## src/rtl/fetch_if.sv

```systemverilog
`default_nettype none
// ============================================================================
// Module   : fetch_if
// Brief    : Fetch-stage bundle: PC input, instruction-memory request/ack,
//            decode valid/ready handshake, flush and fault reporting.
// Revision : 1.0
// ============================================================================
interface fetch_if #(
    parameter int REG_BITS   = 32,
    parameter int INSTR_BITS = 32
);
    logic [REG_BITS-1:0]   pc_in;
    logic                  pc_advance;
    logic                  imem_req;
    logic [REG_BITS-1:0]   imem_addr;
    logic                  imem_ack;
    logic [INSTR_BITS-1:0] imem_rdata;
    logic [INSTR_BITS-1:0] instr_out;
    logic [REG_BITS-1:0]   instr_pc;
    logic                  instr_valid;
    logic                  instr_ready;
    logic                  flush;
    logic                  fault;
    logic [1:0]            fault_code;

    // The fetch unit drives the master side.
    modport master (
        input  pc_in, imem_ack, imem_rdata, instr_ready, flush,
        output pc_advance, imem_req, imem_addr, instr_out, instr_pc,
               instr_valid, fault, fault_code
    );

    modport slave (
        output pc_in, imem_ack, imem_rdata, instr_ready, flush,
        input  pc_advance, imem_req, imem_addr, instr_out, instr_pc,
               instr_valid, fault, fault_code
    );
endinterface
`default_nettype wire

```

## src/rtl/fetch_unit.sv

```systemverilog
`default_nettype none
// ============================================================================
// Module   : fetch_unit
// Brief    : Instruction fetch stage: samples the PC, reads instruction
//            memory, holds the word for decode and pulses pc_advance.
// Revision : 1.0
// ============================================================================
module fetch_unit #(
    parameter int REG_BITS   = 32,
    parameter int INSTR_BITS = 32,
    parameter int TIMEOUT    = 255
) (
    input  wire logic clk,
    input  wire logic reset,
    fetch_if.master   bus
);
    localparam int                  CNT_BITS   = $clog2(TIMEOUT + 1);
    localparam logic [REG_BITS-1:0] ALIGN_MASK = (REG_BITS == 16) ? REG_BITS'(1) : REG_BITS'(3);

    typedef enum logic [2:0] {
        S_IDLE  = 3'd0,
        S_REQ   = 3'd1,
        S_HOLD  = 3'd2,
        S_ADV   = 3'd3,
        S_FAULT = 3'd4
    } state_t;

    state_t                state_q, state_d;
    logic [CNT_BITS-1:0]   cnt_q, cnt_d;
    logic                  discard_q, discard_d;
    logic                  req_q, req_d;
    logic [REG_BITS-1:0]   addr_q, addr_d;
    logic [INSTR_BITS-1:0] instr_q, instr_d;
    logic [REG_BITS-1:0]   ipc_q, ipc_d;
    logic                  valid_q, valid_d;
    logic                  adv_q, adv_d;
    logic                  fault_q, fault_d;
    logic [1:0]            code_q, code_d;

    always_comb begin
        state_d   = state_q;
        cnt_d     = cnt_q;
        discard_d = discard_q;
        req_d     = req_q;
        addr_d    = addr_q;
        instr_d   = instr_q;
        ipc_d     = ipc_q;
        valid_d   = valid_q;
        adv_d     = 1'b0;
        fault_d   = fault_q;
        code_d    = code_q;
        case (state_q)
            S_IDLE: begin
                if (|(bus.pc_in & ALIGN_MASK)) begin
                    state_d = S_FAULT;
                    fault_d = 1'b1;
                    code_d  = 2'b01;
                end else begin
                    addr_d  = bus.pc_in;
                    req_d   = 1'b1;
                    cnt_d   = '0;
                    state_d = S_REQ;
                end
            end
            S_REQ: begin
                // The request is never withdrawn; a flush only marks the reply for discard.
                if (bus.flush) discard_d = 1'b1;
                if (bus.imem_ack) begin
                    req_d     = 1'b0;
                    cnt_d     = '0;
                    discard_d = 1'b0;
                    if (discard_q || bus.flush) begin
                        state_d = S_ADV;
                    end else begin
                        instr_d = bus.imem_rdata;
                        ipc_d   = addr_q;
                        valid_d = 1'b1;
                        state_d = S_HOLD;
                    end
                end else if (cnt_q == CNT_BITS'(TIMEOUT - 1)) begin
                    req_d     = 1'b0;
                    cnt_d     = '0;
                    discard_d = 1'b0;
                    fault_d   = 1'b1;
                    code_d    = 2'b10;
                    state_d   = S_FAULT;
                end else begin
                    cnt_d = cnt_q + 1'b1;
                end
            end
            S_HOLD: begin
                if (bus.flush) begin
                    valid_d = 1'b0;
                    state_d = S_ADV;
                end else if (bus.instr_ready) begin
                    valid_d = 1'b0;
                    adv_d   = 1'b1;
                    state_d = S_ADV;
                end
            end
            S_ADV:   state_d = S_IDLE;
            S_FAULT: state_d = S_FAULT;
            default: state_d = S_IDLE;
        endcase
    end

    always_ff @(posedge clk) begin
        if (reset) begin
            state_q   <= S_IDLE;
            cnt_q     <= '0;
            discard_q <= 1'b0;
            req_q     <= 1'b0;
            addr_q    <= '0;
            instr_q   <= '0;
            ipc_q     <= '0;
            valid_q   <= 1'b0;
            adv_q     <= 1'b0;
            fault_q   <= 1'b0;
            code_q    <= 2'b00;
        end else begin
            state_q   <= state_d;
            cnt_q     <= cnt_d;
            discard_q <= discard_d;
            req_q     <= req_d;
            addr_q    <= addr_d;
            instr_q   <= instr_d;
            ipc_q     <= ipc_d;
            valid_q   <= valid_d;
            adv_q     <= adv_d;
            fault_q   <= fault_d;
            code_q    <= code_d;
        end
    end

    assign bus.imem_req    = req_q;
    assign bus.imem_addr   = addr_q;
    assign bus.instr_out   = instr_q;
    assign bus.instr_pc    = ipc_q;
    assign bus.instr_valid = valid_q;
    assign bus.pc_advance  = adv_q;
    assign bus.fault       = fault_q;
    assign bus.fault_code  = code_q;
endmodule
`default_nettype wire

```

## src/flat_wrapper.sv

```systemverilog
// flat-port wrapper written by rule: the top's interface ports become plain ports
module fetch_unit_flat 
#(
    parameter int REG_BITS   = 32,
    parameter int INSTR_BITS = 32,
    parameter int TIMEOUT    = 255
)
  (clk, reset, bus_pc_in, bus_imem_ack, bus_imem_rdata, bus_instr_ready, bus_flush, bus_pc_advance, bus_imem_req, bus_imem_addr, bus_instr_out, bus_instr_pc, bus_instr_valid, bus_fault, bus_fault_code);
  fetch_if #(.REG_BITS(REG_BITS), .INSTR_BITS(INSTR_BITS)) bus_i ();
  input  wire logic clk;
  input  wire logic reset;
  input wire logic [$bits(bus_i.pc_in)-1:0] bus_pc_in;
  input wire logic [$bits(bus_i.imem_ack)-1:0] bus_imem_ack;
  input wire logic [$bits(bus_i.imem_rdata)-1:0] bus_imem_rdata;
  input wire logic [$bits(bus_i.instr_ready)-1:0] bus_instr_ready;
  input wire logic [$bits(bus_i.flush)-1:0] bus_flush;
  output wire logic [$bits(bus_i.pc_advance)-1:0] bus_pc_advance;
  output wire logic [$bits(bus_i.imem_req)-1:0] bus_imem_req;
  output wire logic [$bits(bus_i.imem_addr)-1:0] bus_imem_addr;
  output wire logic [$bits(bus_i.instr_out)-1:0] bus_instr_out;
  output wire logic [$bits(bus_i.instr_pc)-1:0] bus_instr_pc;
  output wire logic [$bits(bus_i.instr_valid)-1:0] bus_instr_valid;
  output wire logic [$bits(bus_i.fault)-1:0] bus_fault;
  output wire logic [$bits(bus_i.fault_code)-1:0] bus_fault_code;
  assign bus_i.pc_in = bus_pc_in;
  assign bus_i.imem_ack = bus_imem_ack;
  assign bus_i.imem_rdata = bus_imem_rdata;
  assign bus_i.instr_ready = bus_instr_ready;
  assign bus_i.flush = bus_flush;
  assign bus_pc_advance = bus_i.pc_advance;
  assign bus_imem_req = bus_i.imem_req;
  assign bus_imem_addr = bus_i.imem_addr;
  assign bus_instr_out = bus_i.instr_out;
  assign bus_instr_pc = bus_i.instr_pc;
  assign bus_instr_valid = bus_i.instr_valid;
  assign bus_fault = bus_i.fault;
  assign bus_fault_code = bus_i.fault_code;
  fetch_unit #(.REG_BITS(REG_BITS), .INSTR_BITS(INSTR_BITS), .TIMEOUT(TIMEOUT)) u_core (.clk(clk), .reset(reset), .bus(bus_i));
endmodule
```

## config.mk

```make
export PLATFORM = sky130hd
export DESIGN_NAME = fetch_unit_flat
export DESIGN_NICKNAME = d
export VERILOG_FILES = /design/src/rtl/fetch_if.sv /design/src/rtl/fetch_unit.sv /design/src/flat_wrapper.sv
export SDC_FILE = /design/constraint.sdc
export NUM_CORES = 1
export LEC_CHECK = 0
export CORE_AREA = 2 2 90 92
export DETAILED_ROUTE_END_ITERATION = 16
export DIE_AREA = 0 0 92 94
export DONT_BUFFER_PORTS = 1
export PLACE_DENSITY_LB_ADDON = 0.3
export SYNTH_ARGS = -nofsm -noshare
export SYNTH_HDL_FRONTEND = slang
export SYNTH_SLANG_ARGS = --single-unit
```

## constraint.sdc

```tcl
create_clock -name clk -period 1.9 [get_ports clk]
set_input_delay 0.19 -clock clk [delete_from_list [all_inputs] [get_ports clk]]
set_output_delay 0.19 -clock clk [all_outputs]
set_load 0.02 [all_outputs]
```

==> flow_summary.json <==
{
  "status": "complete, but fails checks",
  "violations": "negative hold slack",
  "cts_setup_buffers": 0,
  "grt_pass1_vias": 3237,
  "synthTopCellsByCount": "nand2_1 (194), dfxtp_1 (114), a21oi_1 (99)",
  "clk_latency_ps": 500,
  "start_util_pct": 54.5,
  "avgSynthCellArea_sq_um": 8.14,
  "synth_top_area_share_pct": 55.0,
  "crit_required_ps": 2280,
  "setup-tns-final_ps": 0,
  "fin_ws_ps": 156,
  "finalCriticalPeriod_ps": 1740,
  "synth_nets": 581,
  "finalCritPeriodShare_pct": 91.8,
  "drc_errors": 0,
  "core_area_sq_um": 7610,
  "slew_headroom_pct": 71.2,
  "critical_path_class": "reg -> reg",
  "finalSetupViolCount": 0,
  "clock-root-buffer": "clkbuf_8",
  "num_io_pins": 171,
  "dp.final_hpwl_um": 6480,
  "utilization_pct": 62.7,
  "async_reset_ff_share_pct": 0,
  "clockBufferDepth": 2,
  "vias_per_cell": 5.40,
  "wl_per_cell_um": 15.7,
  "fill_cells": 666,
  "overflow": 0,
  "dr.pass1.iters": 4,
  "area_growth_syn_to_layout_pct": 15.0,
  "cts_buffers": 17,
  "layout-drive-gt1-share_pct": 9.20,
  "slowest_stage": "or4_4",
  "antenna_found_initial": 0,
  "vias": 3369,
  "tightestPinTransition_ps": 433,
  "die_h_um": 94,
  "max_freq_mhz": 573,
  "skew_ps": 10.8,
  "nets": 581,
  "cts_tree": "done",
  "end_kind": "flip-flop",
  "path_buf_inv": 0,
  "synth_most_common_cell": "nand2_1",
  "placed_area_sq_um": 4210,
  "holdCritPathClass": "in -> reg",
  "synth_seq_cells": 114,
  "routed_wl_um": 9810,
  "grt_max_degree": 107,
  "ir_worst_vdd_uv": 775,
  "fp.dieW_um": 92,
  "netlist_area_sq_um": 4150,
  "powerDensity_nw_per_um2": 1170,
  "path_cells": "or2_1 -> or4_4 -> nand2_1 -> a21oi_1",
  "grt_usage_pct": 22.6,
  "synth-edff-count": 0,
  "rsz0062_at_grt": "no",
  "gp_congestion": 0.801,
  "synthFlopType": "dfxtp_1",
  "row_count": 32,
  "leakage_nw": 1.61,
  "grt_pass1_wl_um": 15400,
  "slew_violations": 0,
  "start_kind": "flip-flop",
  "ctsHoldBuffers": 4,
  "worstPathMaxFanout": 30,
  "antenna_cells": 0,
  "ys_seq_area_share_pct": 55.0,
  "clk_pin_slew_ps": 60,
  "ys_warn_count": 0,
  "critPathMaxStageDelay_ps": 640,
  "clock_sinks": 114,
  "finalHoldViolations": 103,
  "drtAntennaViolNets": 0,
  "synthCells": 510,
  "die-area_sq_um": 8650,
  "design_area_sq_um": 4770,
  "io_buffer_count": 0,
  "cp.arrival_ps": 2120,
  "pre_cts_ws_ps": 170,
  "synthDistinctLibCells": 37,
  "yosysTopAreaCell": "dfxtp_1",
  "drt_iter0_drc": 153,
  "htreeDepth": 4,
  "holdWs_ps": -234,
  "cap_violations": 0,
  "synth.area.top_cells": "dfxtp_1 (55%), nand2_1 (18%), a21oi_1 (12%), clkbuf_1 (1.7%), buf_6 (1.4%)",
  "critical_path.top_delay_family": "simple AND/OR/NAND/NOR gates"
}
-- logic make-up after synthesis --
logic type	synth area share, %
AO/OA/AOI/OAI	14.1
XOR/XNOR	1.48
adder cells (fa/ha/maj)	0.603
buffers and inverters	4.46
flip-flops	55.0
AND/OR/NAND/NOR	24.3
-- routing by layer --
metal,up-vias,global-route usage (%),share of wire (%)
li1,1678,-,-
met2,149,38.9,50
met3,15,9.71,10
met4,0,8.96,1.5
met1,1527,24.6,39
met5,-,0,0
-- path summary, 6_finish.rpt --
check | start | slack [ps] | depth (start not counted) | end
hold / removal | reset | -230 | 1 | u_core.bus.instr_pc[5]$_SDFFE_PP0P_
setup reg to reg | u_core.state_q[2]$_SDFFE_PP0P_ | 160 | 4 | u_core.bus.imem_addr[27]$_SDFFE_PP0P_
hold reg to reg | u_core.discard_q$_SDFFE_PP0P_ | 520 | 2 | u_core.discard_q$_SDFFE_PP0P_
setup / recovery | u_core.state_q[2]$_SDFFE_PP0P_ | 160 | 4 | u_core.bus.imem_addr[27]$_SDFFE_PP0P_
-- power breakdown --
| group | internal (W) | switching, W | total (W) | leakage [nW] |
|---|---|---|---|---|
| Clock | 0.00174 | 0.00105 | 0.00279 | 0.260 |
| Sequential | 0.00245 | 0.000115 | 0.00257 | 0.922 |
| Combinational | 0.0000881 | 0.000120 | 0.000208 | 0.426 |
| Total | 0.00428 | 0.00128 | 0.00556 | 1.61 |
-- state kept, by name (all words and copies together), names as in the netlist, 2 cells and up --
signal	flops
u_core.bus.instr_pc	32
u_core.bus.imem_addr	32
u_core.cnt_q	8
u_core.state_q	3
u_core.bus.fault_code	2
u_core.bus.instr_out	32
-- layout make-up --
cell class                      instances  area [sq um]  share of cell area, %
Sequential cell                       114          2280                   47.8
Multi-Input combinational cell        360          1680                   35.3
Clock buffer                           20           435                   9.12
Timing Repair Buffer                   15           148                   3.09
Tap cell                              102           128                   2.67
Clock inverter                         11          88.8                   1.86
Inverter                                2          7.51                  0.157
-- cells in the final DEF (no fill, tap or decap), types with 2 or more instances in the layout --
cell type      instances
a211oi_1               2
a21oi_1               99
a31oi_1                2
buf_12                 2
buf_4                  9
clkbuf_1               2
clkbuf_16             16
clkbuf_8               2
clkinv_2               7
clkinvlp_4             2
dfxtp_1              114
dlygate4sd3_1          4
ha_1                   2
inv_1                  2
nand2_1              194
nand2b_1               3
nand3_1                4
nand4_1                2
nor2_1                12
nor2_2                 2
nor3_1                 5
nor3b_1                2
nor4_1                 4
o21ai_0                2
o21bai_1               2
or4_4                  2
xnor2_1                5
xor2_1                 2
-- through the flow --
step,hold WS [ps],total power [W],std cells
floorplan,323,0.00280,510
global placement,265,0.00281,589
detailed placement,267,0.00282,589
CTS,-263,0.00561,624
global route,-268,0.00575,624
finish,-234,0.00556,624
-- what timing repair did --
item / in CTS / in global routing
endpoints found under the hold margin: 109 / 104
gates resized for setup: 0 / 0
endpoints found under the setup margin: 0 / 1
Power figures use the tool's default switching activity.
